===== config.mk =====
export PLATFORM = sky130hd
export DESIGN_NAME = opb_register_simulink2ppc_bank
export DESIGN_NICKNAME = d
export VERILOG_FILES = /design/src/rtl/opb_s2p_pkg.sv /design/src/rtl/opb_slave_handshake.sv /design/src/rtl/opb_register_simulink2ppc_bank.sv
export SDC_FILE = /design/constraint.sdc
export NUM_CORES = 1
export LEC_CHECK = 0
export ABC_AREA = 1
export CAP_MARGIN = 0
export CORE_UTILIZATION = 37
export CTS_CLUSTER_DIAMETER = 120
export CTS_CLUSTER_SIZE = 8
export DETAILED_ROUTE_END_ITERATION = 10
export DONT_BUFFER_PORTS = 1
export PLACE_DENSITY = 0.49
export SLEW_MARGIN = 10
export SYNTH_ARGS = -nofsm -noshare
export SYNTH_HDL_FRONTEND = slang
export SYNTH_SLANG_ARGS = --single-unit
export TNS_END_PERCENT = 5

===== constraint.sdc =====
create_clock -name OPB_Clk -period 5.1 [get_ports OPB_Clk]
set_input_delay 1.02 -clock OPB_Clk [delete_from_list [all_inputs] [get_ports OPB_Clk]]
set_output_delay 1.02 -clock OPB_Clk [all_outputs]
set_load 0.02 [all_outputs]

===== src/rtl/opb_s2p_pkg.sv =====
// Shared types and register-map helpers for the simulink-to-PPC status bank.
package opb_s2p_pkg;

    typedef enum logic [1:0] {
        IDLE = 2'd0,
        ACK  = 2'd1,
        HOLD = 2'd2
    } hs_state_e;

    localparam int FREEZE_BIT   = 0;
    localparam int CLR_BIT      = 1;
    localparam int STAT_FRZ_BIT = 16;
    localparam int UPD_CNT_W    = 16;

    // Byte offsets of the two housekeeping registers that follow the N data words.
    function automatic logic [7:0] status_off(input int n);
        return 8'(4 * n);
    endfunction

    function automatic logic [7:0] ctrl_off(input int n);
        return 8'(4 * n + 4);
    endfunction

endpackage


===== src/rtl/opb_slave_handshake.sv =====
// OPB address decode and the single-beat acknowledge sequencer.
//  state | meaning
//  IDLE  | waiting for a selected in-window address
//  ACK   | xferAck high for one cycle, write side-effects commit
//  HOLD  | turnaround cycle, no ack even if select stays high
module opb_slave_handshake
    import opb_s2p_pkg::*;
#(
    parameter logic [31:0] BASE_ADDR = 32'h010B2300,
    parameter logic [31:0] HIGH_ADDR = 32'h010B23FF
) (
    input  logic        clk,
    input  logic        rst,
    input  logic [31:0] abus,
    input  logic        select,
    input  logic        rnw,
    output logic        ack,
    output logic        rnw_q,
    output logic [5:0]  word_idx_q
);

    hs_state_e   state;
    hs_state_e   state_nxt;
    logic        hit;
    logic [31:0] off;
    logic        unused_off;

    assign hit        = select && (abus >= BASE_ADDR) && (abus <= HIGH_ADDR);
    assign off        = abus - BASE_ADDR;
    assign unused_off = ^{off[31:8], off[1:0]};

    always_ff @(posedge clk) begin
        if (rst) begin
            state <= IDLE;
        end else begin
            state <= state_nxt;
        end
    end

    // Transfer attributes are latched once, when the request is accepted.
    always_ff @(posedge clk) begin
        if (rst) begin
            rnw_q      <= 1'b0;
            word_idx_q <= '0;
        end else if (state == IDLE && hit) begin
            rnw_q      <= rnw;
            word_idx_q <= off[7:2];
        end
    end

    always_comb begin
        state_nxt = state;
        case (state)
            IDLE:    if (hit) state_nxt = ACK;
            ACK:     state_nxt = HOLD;
            HOLD:    state_nxt = IDLE;
            default: state_nxt = IDLE;
        endcase
    end

    always_comb begin
        ack = (state == ACK);
    end

endmodule


===== src/rtl/opb_register_simulink2ppc_bank.sv =====
// OPB read-back bank for fabric status words: live shadow, coherent snapshot,
// update counter and a freeze control that stops capture.
module opb_register_simulink2ppc_bank
    import opb_s2p_pkg::*;
#(
    parameter logic [31:0] C_BASEADDR   = 32'h010B2300,
    parameter logic [31:0] C_HIGHADDR   = 32'h010B23FF,
    parameter int          C_OPB_AWIDTH = 32,
    parameter int          C_OPB_DWIDTH = 32,
    parameter int          C_NUM_WORDS  = 4
) (
    input  logic                        OPB_Clk,
    input  logic                        OPB_Rst,
    input  logic [0:C_OPB_AWIDTH-1]     OPB_ABus,
    input  logic [0:C_OPB_DWIDTH/8-1]   OPB_BE,
    input  logic [0:C_OPB_DWIDTH-1]     OPB_DBus,
    input  logic                        OPB_RNW,
    input  logic                        OPB_select,
    input  logic                        OPB_seqAddr,
    output logic [0:C_OPB_DWIDTH-1]     Sl_DBus,
    output logic                        Sl_xferAck,
    output logic                        Sl_errAck,
    output logic                        Sl_retry,
    output logic                        Sl_toutSup,
    input  logic [C_NUM_WORDS*32-1:0]   user_data_in,
    input  logic                        user_valid,
    output logic                        user_frozen
);

    logic                 ack;
    logic                 rnw_q;
    logic [5:0]           word_idx_q;
    logic [7:0]           off_q;
    logic [31:0]          shadow [C_NUM_WORDS];
    logic [31:0]          snap   [C_NUM_WORDS];
    logic [UPD_CNT_W-1:0] upd_cnt;
    logic                 freeze;
    logic                 cap;
    logic                 rd0;
    logic                 ctrl_wr;
    logic                 clr_cnt;
    logic [31:0]          wdata;
    logic [31:0]          rdata;
    logic                 unused_ok;

    opb_slave_handshake #(
        .BASE_ADDR (C_BASEADDR),
        .HIGH_ADDR (C_HIGHADDR)
    ) u_handshake (
        .clk        (OPB_Clk),
        .rst        (OPB_Rst),
        .abus       (OPB_ABus),
        .select     (OPB_select),
        .rnw        (OPB_RNW),
        .ack        (ack),
        .rnw_q      (rnw_q),
        .word_idx_q (word_idx_q)
    );

    // OPB bit 0 is the MSB, so a whole-vector copy preserves the numeric value.
    assign wdata     = OPB_DBus;
    assign off_q     = {word_idx_q, 2'b00};
    assign cap       = user_valid && !freeze;
    assign rd0       = ack && rnw_q && (word_idx_q == 6'd0);
    assign ctrl_wr   = ack && !rnw_q && (off_q == ctrl_off(C_NUM_WORDS))
                       && OPB_BE[C_OPB_DWIDTH/8-1];
    assign clr_cnt   = ctrl_wr && wdata[CLR_BIT];
    assign unused_ok = ^{OPB_seqAddr, OPB_BE[0:C_OPB_DWIDTH/8-2], wdata[31:2]};

    always_ff @(posedge OPB_Clk) begin
        if (OPB_Rst) begin
            for (int k = 0; k < C_NUM_WORDS; k++) begin
                shadow[k] <= '0;
                snap[k]   <= '0;
            end
            upd_cnt     <= '0;
            freeze      <= 1'b0;
            user_frozen <= 1'b0;
        end else begin
            for (int k = 0; k < C_NUM_WORDS; k++) begin
                if (cap) shadow[k] <= user_data_in[32*k +: 32];
                if (rd0) snap[k]   <= shadow[k];
            end
            // A word-0 read restarts the count; a capture in that same cycle counts as one.
            if (rd0) begin
                upd_cnt <= cap ? UPD_CNT_W'(1) : '0;
            end else if (clr_cnt) begin
                upd_cnt <= '0;
            end else if (cap && upd_cnt != '1) begin
                upd_cnt <= upd_cnt + 1'b1;
            end
            if (ctrl_wr) freeze <= wdata[FREEZE_BIT];
            user_frozen <= freeze;
        end
    end

    always_comb begin
        rdata = '0;
        for (int k = 0; k < C_NUM_WORDS; k++) begin
            if (word_idx_q == 6'(k)) rdata = (k == 0) ? shadow[0] : snap[k];
        end
        if (off_q == status_off(C_NUM_WORDS)) begin
            rdata[UPD_CNT_W-1:0] = upd_cnt;
            rdata[STAT_FRZ_BIT]  = freeze;
        end
        if (off_q == ctrl_off(C_NUM_WORDS)) rdata[FREEZE_BIT] = freeze;
    end

    assign Sl_DBus    = (ack && rnw_q) ? rdata : '0;
    assign Sl_xferAck = ack;
    assign Sl_errAck  = 1'b0;
    assign Sl_retry   = 1'b0;
    assign Sl_toutSup = 1'b0;

endmodule


==> run summary, run 1 <==
hold_ws -> 515.8 ps
busiest layer in global routing -> met2
Final Core Density -> 0.4198
Hold Crit Class -> reg2reg
routed wire length -> 25,410 µm
setup_tns -> 0 ps
Max-Cap Viols -> 0
Final Max Tran Viols -> 0
initial antenna violation count -> 0
initial core utilization -> 0.3752
vias per inst -> 4.526
Max Clock Freq -> 235.0 MHz
GR Util met1 -> 0.2232
WL/cell -> 15.78 µm
Worst slew margin -> 0.3085
Netlist cell types -> 34
CTS tree -> yes
final setup fails -> 0
commonest non-fill, non-tap cell in the layout -> inv_1
register area share after synthesis -> 0.6348
Post-DP HPWL -> 16,480 µm
worst path cell trace -> nand2_1, nor3_4, inv_2, nand2_1, o21ai_1, a31oi_1
most frequent cells in the layout -> inv_1 (262), nor2_1 (240), edfxtp_1 (224), nand2_1 (148), o21ai_0 (45)
Worst-path clk slew -> 50 ps
most used cell, CP -> nand2_1
Power Density -> 369.3 nW/µm²
number of inserted diodes -> 0
Multi-input gate area -> 2949 µm²
Worst-Margin Slew -> 1035 ps
CP Capture Type -> output port
register-to-register setup slack -> 1820 ps
Hold Buf Count CTS -> 0
WP buf/inv -> 1
IO Pins -> 239
Area Overhead vs Synth -> 11.88%
CTS resizes -> 0
Post-Syn Area -> 11,450 µm²
largest cells by area after synthesis -> edfxtp_1 (59%), inv_1 (8.6%), nor2_1 (7.9%)
global route total overflow -> 0
Worst VDD drop -> 0.1979 mV
Remaining DRCs -> 0
design area -> 12,810 µm²
CTS Buf Count -> 37
Syn Area/Cell -> 9.595 µm²
met2 Use GR -> 0.2524
setup bufs post-CTS -> 0
Leakage Power -> 5.419 nW
row count -> 64
top-area cell type share of the netlist area -> 0.5876
pre-CTS WS -> 1266 ps
CP top delay family -> simple AND/OR/NAND/NOR gates
CP Launch Type -> flop
Fin. Hold Viols -> 0
Syn. warnings -> 0
core area -> 30,510 µm²
Iteration-0 DRC Markers -> 323
Clock Path Buffers -> 3
CP required -> 4080 ps
Main synth FF type -> edfxtp_1
Crit Path Category -> reg2out
CTS Root Cell -> clkbuf_16
largest net degree at the start of global routing -> 69
FF/Latch Area -> 7267 µm²
FFs w/ async S/R, synth -> 0
Post-synth EDFFs -> 224
status -> finished clean
dpl cell area -> 11,790 µm²
Pre-antenna DRT Iters -> 6
first-pass GRT wire length -> 39,050 µm
die area -> 31,650 µm²
Skew-Pair Late Insertion Delay -> 500 ps
Worst Path Max Fanout -> 36
Final GP Congestion -> 0.8188
Tmin final -> 4256 ps
crit share post-route -> 0.8345
RSZ-0062 raised after global routing -> no
flops & latches, synth -> 251
Gate Count Post-Synth -> 1,193
IO buf count -> 0
clk sinks -> 251
Detail Route Antenna Nets -> 0
Final Skew -> 6.561 ps
die height -> 177.9 µm
Nets -> 1,397
DR vias -> 7,287
area leader, netlist -> edfxtp_1
met3 usage -> 0.03685
final setup margin -> 844.2 ps
Cells after DPL -> 1,551
final non-filler cell total -> 1,610
# fillers -> 2,994
CP peak stage delay -> 640 ps
gr usage total -> 0.1618
H-tree depth -> 2
Die Wd -> 177.9 µm
Tot Pwr -> 4.730 mW
vias in the first global route -> 7,079
fraction of layout cells with a size suffix above 1 -> 0.1030
CP max-delay cell -> nor3_4
Arrival @ worst endpoint -> 3240 ps
final cells by class:
type	count	area share
clock buffer	56	0.07786
tap	396	0.03869
sequential	251	0.5674
timing repair buffer	9	0.005275
clock inverter	3	0.001954
inverter	268	0.07855
multi-input combinational	627	0.2303
flip-flops by register name, indices dropped and copies added (netlist names):
name and cells:
shadow 128, snap 96, upd_cnt 16, u_handshake.word_idx_q 6, u_handshake.state 2, freeze 1, u_handshake.rnw_q 1, user_frozen 1
power by group:
part	switching (mW)	internal, mW
Sequential	0.0276	2.35
Combinational	0.128	0.0464
Clock	0.848	1.33
per-layer routing:
metal	part of all wire	vias to the layer above
li1	-	3730
met5	0	-
met2	0.45	191
met4	0.022	0
met3	0.050	42
met1	0.47	3324
worst paths after layout:
kind                                  start     endpoint  depth (start not counted)
setup reg to reg  u_handshake.word_idx_q[0]  snap[0][66]                          8
hold reg to reg                      freeze  user_frozen                          2
setup / recovery  u_handshake.word_idx_q[0]  Sl_DBus[15]                          6
hold / removal                       freeze  user_frozen                          2
synthesized netlist by cell type (17+ instances only):
cell type	number
inv_1	262
nor2_1	240
edfxtp_1	224
nand2_1	151
o21ai_0	45
a21oi_1	38
nor2_2	36
dfxtp_1	27
o21ai_1	25
clkbuf_1	24
nand3_1	20
nor2_4	17
worst min-delay path, cell delays in order (launching register included):
cell,delay [ps]
dfxtp_1,340
inv_1,90
nor2_1,40
cell families (layout without fill, tap and decap cells):
kind of cell | count (synthesis) | count (layout) | synth area share
compound gates | 128 | 128 | 0.05891
xor+xnor | 4 | 4 | 0.003061
fa+ha+maj | 1 | 1 | 0.001093
buf+inv | 317 | 336 | 0.1106
flops | 251 | 251 | 0.6348
other cells | 1 | 3 | 0.0003276
simple gates | 491 | 491 | 0.1912
No activity file was read; power rests on OpenSTA's default activity.
==> run 2: changes to the inputs <==
Settings changed: PLACE_DENSITY 0.49 to 0.47.
Clock period 5.1 ns to 4.4 ns, I/O delays scaled along.
==> run 2 against run 1 <==
  * Setup slack worse by 170 ps
  * Largest cell class unchanged
  * Flip-flop and latch count is the same
  * Cell count is 0.43% lower
  * First-iteration DRC count up 53%
  * Via count up 1.1%
  * Clock power grew 18%
  * Die area is the same
  * Critical path type unchanged
  * Global-route usage rose by 0.40 points
==> run summary, run 2 (synthesis results as in run 1) <==
Largest Register -> shadow (unchanged)
hold_ws -> 438.6 ps (was 515.8 ps)
Crit Path Category -> reg2out (unchanged)
die area -> 31,650 µm² (unchanged)
Max Clock Freq -> 268.1 MHz
Worst-path clk slew -> 50 ps (about the same)
initial antenna violation count -> 0 (unchanged)
CTS resizes -> 0 (unchanged)
Final GP Congestion -> 0.7793 (was 0.8188)
max FFs per register -> 128 (unchanged)
power share of the combinational group -> 0.037 (about the same)
Max-Cap Viols -> 0 (unchanged)
Int Pwr -> 4.340 mW (was 3.727 mW)
Remaining DRCs -> 0 (unchanged)
routed wire length -> 25,800 µm (was 25,410 µm)
most used cell, CP -> nand2_1 (unchanged)
final setup fails -> 0 (unchanged)
CP top delay family -> simple AND/OR/NAND/NOR gates (unchanged)
Nets -> 1,397 (unchanged)
IO buf count -> 0 (unchanged)
CP peak stage delay -> 720 ps (was 640 ps)
Tmin final -> 3730 ps
status -> finished clean (unchanged)
Worst Path Max Fanout -> 27 (was 36)
global route total overflow -> 0 (unchanged)
CP Launch Type -> flop (unchanged)
biggest regs -> shadow x128, snap x96, upd_cnt x16 (unchanged)
Final Skew -> 10.60 ps (was 6.561 ps)
Hold Crit Class -> in2reg (was reg2reg)
sw frac -> 0.2154 (was 0.2121)
Detail Route Antenna Nets -> 0 (unchanged)
row count -> 64 (unchanged)
Final Core Density -> 0.4218 (was 0.4198)
CTS Root Cell -> clkbuf_16 (unchanged)
Worst slew margin -> 0.2809 (was 0.3085)
core area -> 30,510 µm² (unchanged)
design area -> 12,870 µm² (was 12,810 µm²)
DR vias -> 7,365 (was 7,287)
Tot Pwr -> 5.531 mW (was 4.730 mW)
CTS tree -> yes (unchanged)
CTS Buf Count -> 37 (unchanged)
vias in the first global route -> 7,072 (was 7,079)
Leakage Power -> 5.444 nW (was 5.419 nW)
commonest non-fill, non-tap cell in the layout -> inv_1 (unchanged)
WP buf/inv -> 1 (unchanged)
Worst-Margin Slew -> 1079 ps (was 1035 ps)
Die Wd -> 177.9 µm (unchanged)
crit share post-route -> 0.8477
Reg power frac -> 0.498 (was 0.502)
number of inserted diodes -> 0 (unchanged)
vias per inst -> 4.595 (was 4.526)
CP Capture Type -> output port (unchanged)
gr usage total -> 0.1658 (was 0.1618)
sw power -> 1.191 mW (was 1.003 mW)
Fin. Hold Viols -> 0 (unchanged)
first-pass GRT wire length -> 39,700 µm (was 39,050 µm)
setup_tns -> 0 ps (unchanged)
Post-DP HPWL -> 16,360 µm (was 16,480 µm)
# fillers -> 3,007 (was 2,994)
Power Density -> 429.9 nW/µm² (was 369.3 nW/µm²)
Worst VDD drop -> 0.2278 mV (was 0.1979 mV)
clk sinks -> 251 (unchanged)
setup bufs post-CTS -> 0 (unchanged)
WL/cell -> 16.10 µm (was 15.78 µm)
most frequent cells in the layout -> inv_1 (262), nor2_1 (240), edfxtp_1 (224), nand2_1 (148), o21ai_0 (45) (unchanged)
initial core utilization -> 0.3752 (unchanged)
dpl cell area -> 11,830 µm² (was 11,790 µm²)
Pre-antenna DRT Iters -> 4 (was 6)
Final Max Tran Viols -> 0 (unchanged)
Hold Buf Count CTS -> 0 (unchanged)
Arrival @ worst endpoint -> 2850 ps (was 3240 ps)
Skew-Pair Late Insertion Delay -> 510 ps (was 500 ps)
RSZ-0062 raised after global routing -> no (unchanged)
die height -> 177.9 µm (unchanged)
Clock Path Buffers -> 3 (unchanged)
fraction of layout cells with a size suffix above 1 -> 0.1044 (was 0.1030)
clock power share -> 0.466 (was 0.461)
Area Overhead vs Synth -> 12.41% (was 11.88%)
register-to-register setup slack -> 1530 ps (was 1820 ps)
CP max-delay cell -> nor2_4 (was nor3_4)
H-tree depth -> 2 (unchanged)
Iteration-0 DRC Markers -> 494 (was 323)
IO Pins -> 239 (unchanged)
largest net degree at the start of global routing -> 129 (was 69)
CP required -> 3520 ps (was 4080 ps)
worst path cell trace -> nor2_2, nand2_2, nor2_4, buf_4, nand2_1, nand2_1, o21ai_1, a31oi_1 (was nand2_1, nor3_4, inv_2, nand2_1, o21ai_1, a31oi_1)
[run 2: cell count changes in the layout (fill, tap and decap cells not counted)]
cell | previous run | this run
buf_12 | 0 | 3
clkinv_8 | 0 | 1
nand2_4 | 5 | 4
inv_16 | 0 | 1
nand2_8 | 0 | 1
clkbuf_16 | 37 | 38
inv_6 | 2 | 0
clkbuf_1 | 19 | 11
buf_4 | 9 | 6
[run 2: metrics by stage]
stage | setup slack, ps | std cells
after CTS | 558.1 | 1603
after detailed placement | 1121 | 1551
final | 670.1 | 1603
after global routing | 393.0 | 1603
after floorplan | 432.4 | 1195
after global placement | 1107 | 1551
[run 2: final cells by class]
class	count	area [µm²]	share of cell area
inverter	268	1006	0.07818
timing repair buffer	9	105.1	0.008168
sequential	251	7267	0.5648
multi-input combinational	627	2958	0.2299
clock inverter	3	43.79	0.003403
tap	396	495.5	0.03851
clock buffer	49	992.2	0.07711
[run 2: worst paths after layout]
check,start,depth (start not counted),endpoint
hold reg to reg,freeze,2,user_frozen
hold / removal,OPB_Rst,1,upd_cnt[4]
setup / recovery,u_handshake.word_idx_q[0],8,Sl_DBus[19]
setup reg to reg,u_handshake.word_idx_q[0],8,snap[0][116]
[run 2: layer usage]
layer  part of all wire  global-route usage  vias up
met4              0.018             0.04238        0
met3              0.054             0.03642       39
li1                   -                   -     3725
met5                  0                   0        -
met2               0.45              0.2607      195
met1               0.48              0.2307     3406
[run 2: worst reg2reg max path, cell delays in order (launching register included)]
cell and delay (ps):
dfxtp_1 420, nor2_2 160, nand2_2 100, nor2_4 720, nand2_4 200, inv_2 140
nand2_4 410, buf_12 430, nor2_1 160
[run 2: power by group through the flow]
stage | clock network, mW | registers, mW | logic, mW
3_3_place_gp | 0 | 2.80 | 0.208
6_report | 2.58 | 2.75 | 0.204
2_1_floorplan | 0 | 2.79 | 0.155
5_1_grt | 2.74 | 2.76 | 0.238
4_1_cts | 2.64 | 2.75 | 0.211
3_5_place_dp | 0 | 2.80 | 0.211
==> run 3: changes to the inputs <==
Clock period 4.4 ns to 3.7 ns, I/O delays scaled along.
==> run 3 against run 2 <==
  * Clock power grew 20%
  * Via count grew 1.3%
  * Critical path depth shrank 1
  * Register-to-register slack lost 580 ps
  * Sequential share of layout area shrank 0.95 points
  * Non-clock buffer count grew 22
  * Total power grew 20%
  * Critical path type unchanged
  * Largest power group unchanged
  * Routed wire length shrank 0.56%
  * Cell count grew 1.9%
==> run summary, run 3 (synthesis results as in run 1) <==
Leakage Power -> 5.581 nW (was 5.444 nW)
commonest non-fill, non-tap cell in the layout -> inv_1 (unchanged)
Worst-Margin Slew -> 780.1 ps (was 1079 ps)
Skew-Pair Late Insertion Delay -> 510 ps (about the same)
row count -> 64 (unchanged)
Final Skew -> 10.88 ps (was 10.60 ps)
fraction of layout cells with a size suffix above 1 -> 0.1196 (was 0.1044)
Area Overhead vs Synth -> 14.33% (was 12.41%)
initial antenna violation count -> 0 (unchanged)
Largest Register -> shadow (unchanged)
CTS Buf Count -> 37 (unchanged)
Worst Path Max Fanout -> 20 (was 27)
final setup margin -> 300.8 ps (was 670.1 ps)
CTS resizes -> 0 (unchanged)
CP top delay family -> simple AND/OR/NAND/NOR gates (unchanged)
number of inserted diodes -> 0 (unchanged)
biggest regs -> shadow x128, snap x96, upd_cnt x16 (unchanged)
Clock Path Buffers -> 3 (unchanged)
Power Density -> 505.6 nW/µm² (was 429.9 nW/µm²)
CTS tree -> yes (unchanged)
crit share post-route -> 0.9187
CP Launch Type -> flop (unchanged)
Detail Route Antenna Nets -> 0 (unchanged)
die height -> 177.9 µm (unchanged)
Worst-path clk slew -> 50 ps (about the same)
Post-DP HPWL -> 16,710 µm (was 16,360 µm)
GR Util met1 -> 0.2342 (was 0.2307)
core area -> 30,510 µm² (unchanged)
Crit Path Category -> reg2out (unchanged)
Final Max Tran Viols -> 0 (unchanged)
setup_tns -> 0 ps (unchanged)
most used cell, CP -> nor2_4 (was nand2_1)
CP Capture Type -> output port (unchanged)
busiest layer in global routing -> met2 (unchanged)
Max-Cap Viols -> 0 (unchanged)
# fillers -> 2,992 (was 3,007)
CP required -> 2960 ps (was 3520 ps)
Arrival @ worst endpoint -> 2660 ps (was 2850 ps)
IO Pins -> 239 (unchanged)
Hold Crit Class -> in2reg (unchanged)
initial core utilization -> 0.3752 (unchanged)
hold_ws -> 295.6 ps (was 438.6 ps)
global route total overflow -> 0 (unchanged)
met3 usage -> 0.03106 (was 0.03642)
vias in the first global route -> 7,242 (was 7,072)
Nets -> 1,419 (was 1,397)
IO buf count -> 0 (unchanged)
Tmin final -> 3399 ps
Die Wd -> 177.9 µm (unchanged)
CP peak stage delay -> 470 ps (was 720 ps)
max FFs per register -> 128 (unchanged)
Fin. Hold Viols -> 0 (unchanged)
Final Core Density -> 0.4290 (was 0.4218)
Remaining DRCs -> 0 (unchanged)
Worst VDD drop -> 0.2537 mV (was 0.2278 mV)
pre-CTS WS -> 716.1 ps (was 1121 ps)
final non-filler cell total -> 1,633 (was 1,603)
most frequent cells in the layout -> inv_1 (262), nor2_1 (240), edfxtp_1 (224), nand2_1 (148), o21ai_0 (45) (unchanged)
Max Clock Freq -> 294.2 MHz
routed wire length -> 25,660 µm (was 25,800 µm)
WP buf/inv -> 1 (unchanged)
status -> finished clean (unchanged)
Worst slew margin -> 0.4799 (was 0.2809)
CTS Root Cell -> clkbuf_16 (unchanged)
RSZ-0062 raised after global routing -> no (unchanged)
H-tree depth -> 2 (unchanged)
die area -> 31,650 µm² (unchanged)
WL/cell -> 15.71 µm (was 16.10 µm)
setup bufs post-CTS -> 0 (unchanged)
gr usage total -> 0.1655 (was 0.1658)
worst path cell trace -> nor2_4, nand3_2, nor2_4, inv_2, nand3_1, o21ai_1, a21oi_1 (was nor2_2, nand2_2, nor2_4, buf_4, nand2_1, nand2_1, o21ai_1, a31oi_1)
Cells after DPL -> 1,573 (was 1,551)
DR vias -> 7,463 (was 7,365)
dpl cell area -> 12,020 µm² (was 11,830 µm²)
clk sinks -> 251 (unchanged)
first-pass GRT wire length -> 39,630 µm (was 39,700 µm)
vias per inst -> 4.570 (was 4.595)
Final GP Congestion -> 0.7981 (was 0.7793)
Iteration-0 DRC Markers -> 426 (was 494)
Hold Buf Count CTS -> 0 (unchanged)
largest net degree at the start of global routing -> 91 (was 129)
met2 Use GR -> 0.2557 (was 0.2607)
Pre-antenna DRT Iters -> 5 (was 4)
design area -> 13,090 µm² (was 12,870 µm²)
final setup fails -> 0 (unchanged)
Tot Pwr -> 6.618 mW (was 5.531 mW)
CP max-delay cell -> nor2_4 (unchanged)
run 3: cell types whose count changed in the layout (fill, tap and decap cells not counted), sizes merged:
cell    previous run  this run
clkbuf            49        57
buf                9        31
run 3: power breakdown:
group / total, mW / leakage [nW] / internal [mW] / switching, mW
combinational: 0.249 / 2.46 / 0.0699 / 0.179
sequential: 3.27 / 2.62 / 3.23 / 0.0380
clock: 3.10 / 0.508 / 1.89 / 1.20
run 3: worst paths after layout:
check             depth (start not counted)                      start  slack [ps]           to
hold reg to reg                           2                     freeze         530  user_frozen
setup reg to reg                          9  u_handshake.word_idx_q[0]         950  snap[0][53]
setup / recovery                          7  u_handshake.word_idx_q[3]         300   Sl_DBus[9]
hold / removal                            1                    OPB_Rst         300   upd_cnt[4]
run 3: layout make-up:
type	count	area, µm²	share of cell area
inverters	268	1006	0.07686
well taps	396	495.5	0.03786
clock inverters	3	43.79	0.003346
repair buffers	31	295.3	0.02256
multi-input cells	627	2958	0.2260
flip-flops and latches	251	7267	0.5553
clock buffers	57	1022	0.07811
run 3: worst reg2reg max path: stages (launching register included):
cell and delay [ps]:
dfxtp_1 420, nor2_2 160, nand2_2 100, nor2_4 410, buf_4 310, nand2_4 120, inv_2 100, nand2_4 390
buf_12 430, nor2_1 160
run 3: metal layers:
layer | routed length (µm) | share of wire
met1 | 12400 | 0.48
met2 | 11490 | 0.45
met3 | 1274 | 0.050
met4 | 495 | 0.019
met5 | 0 | 0
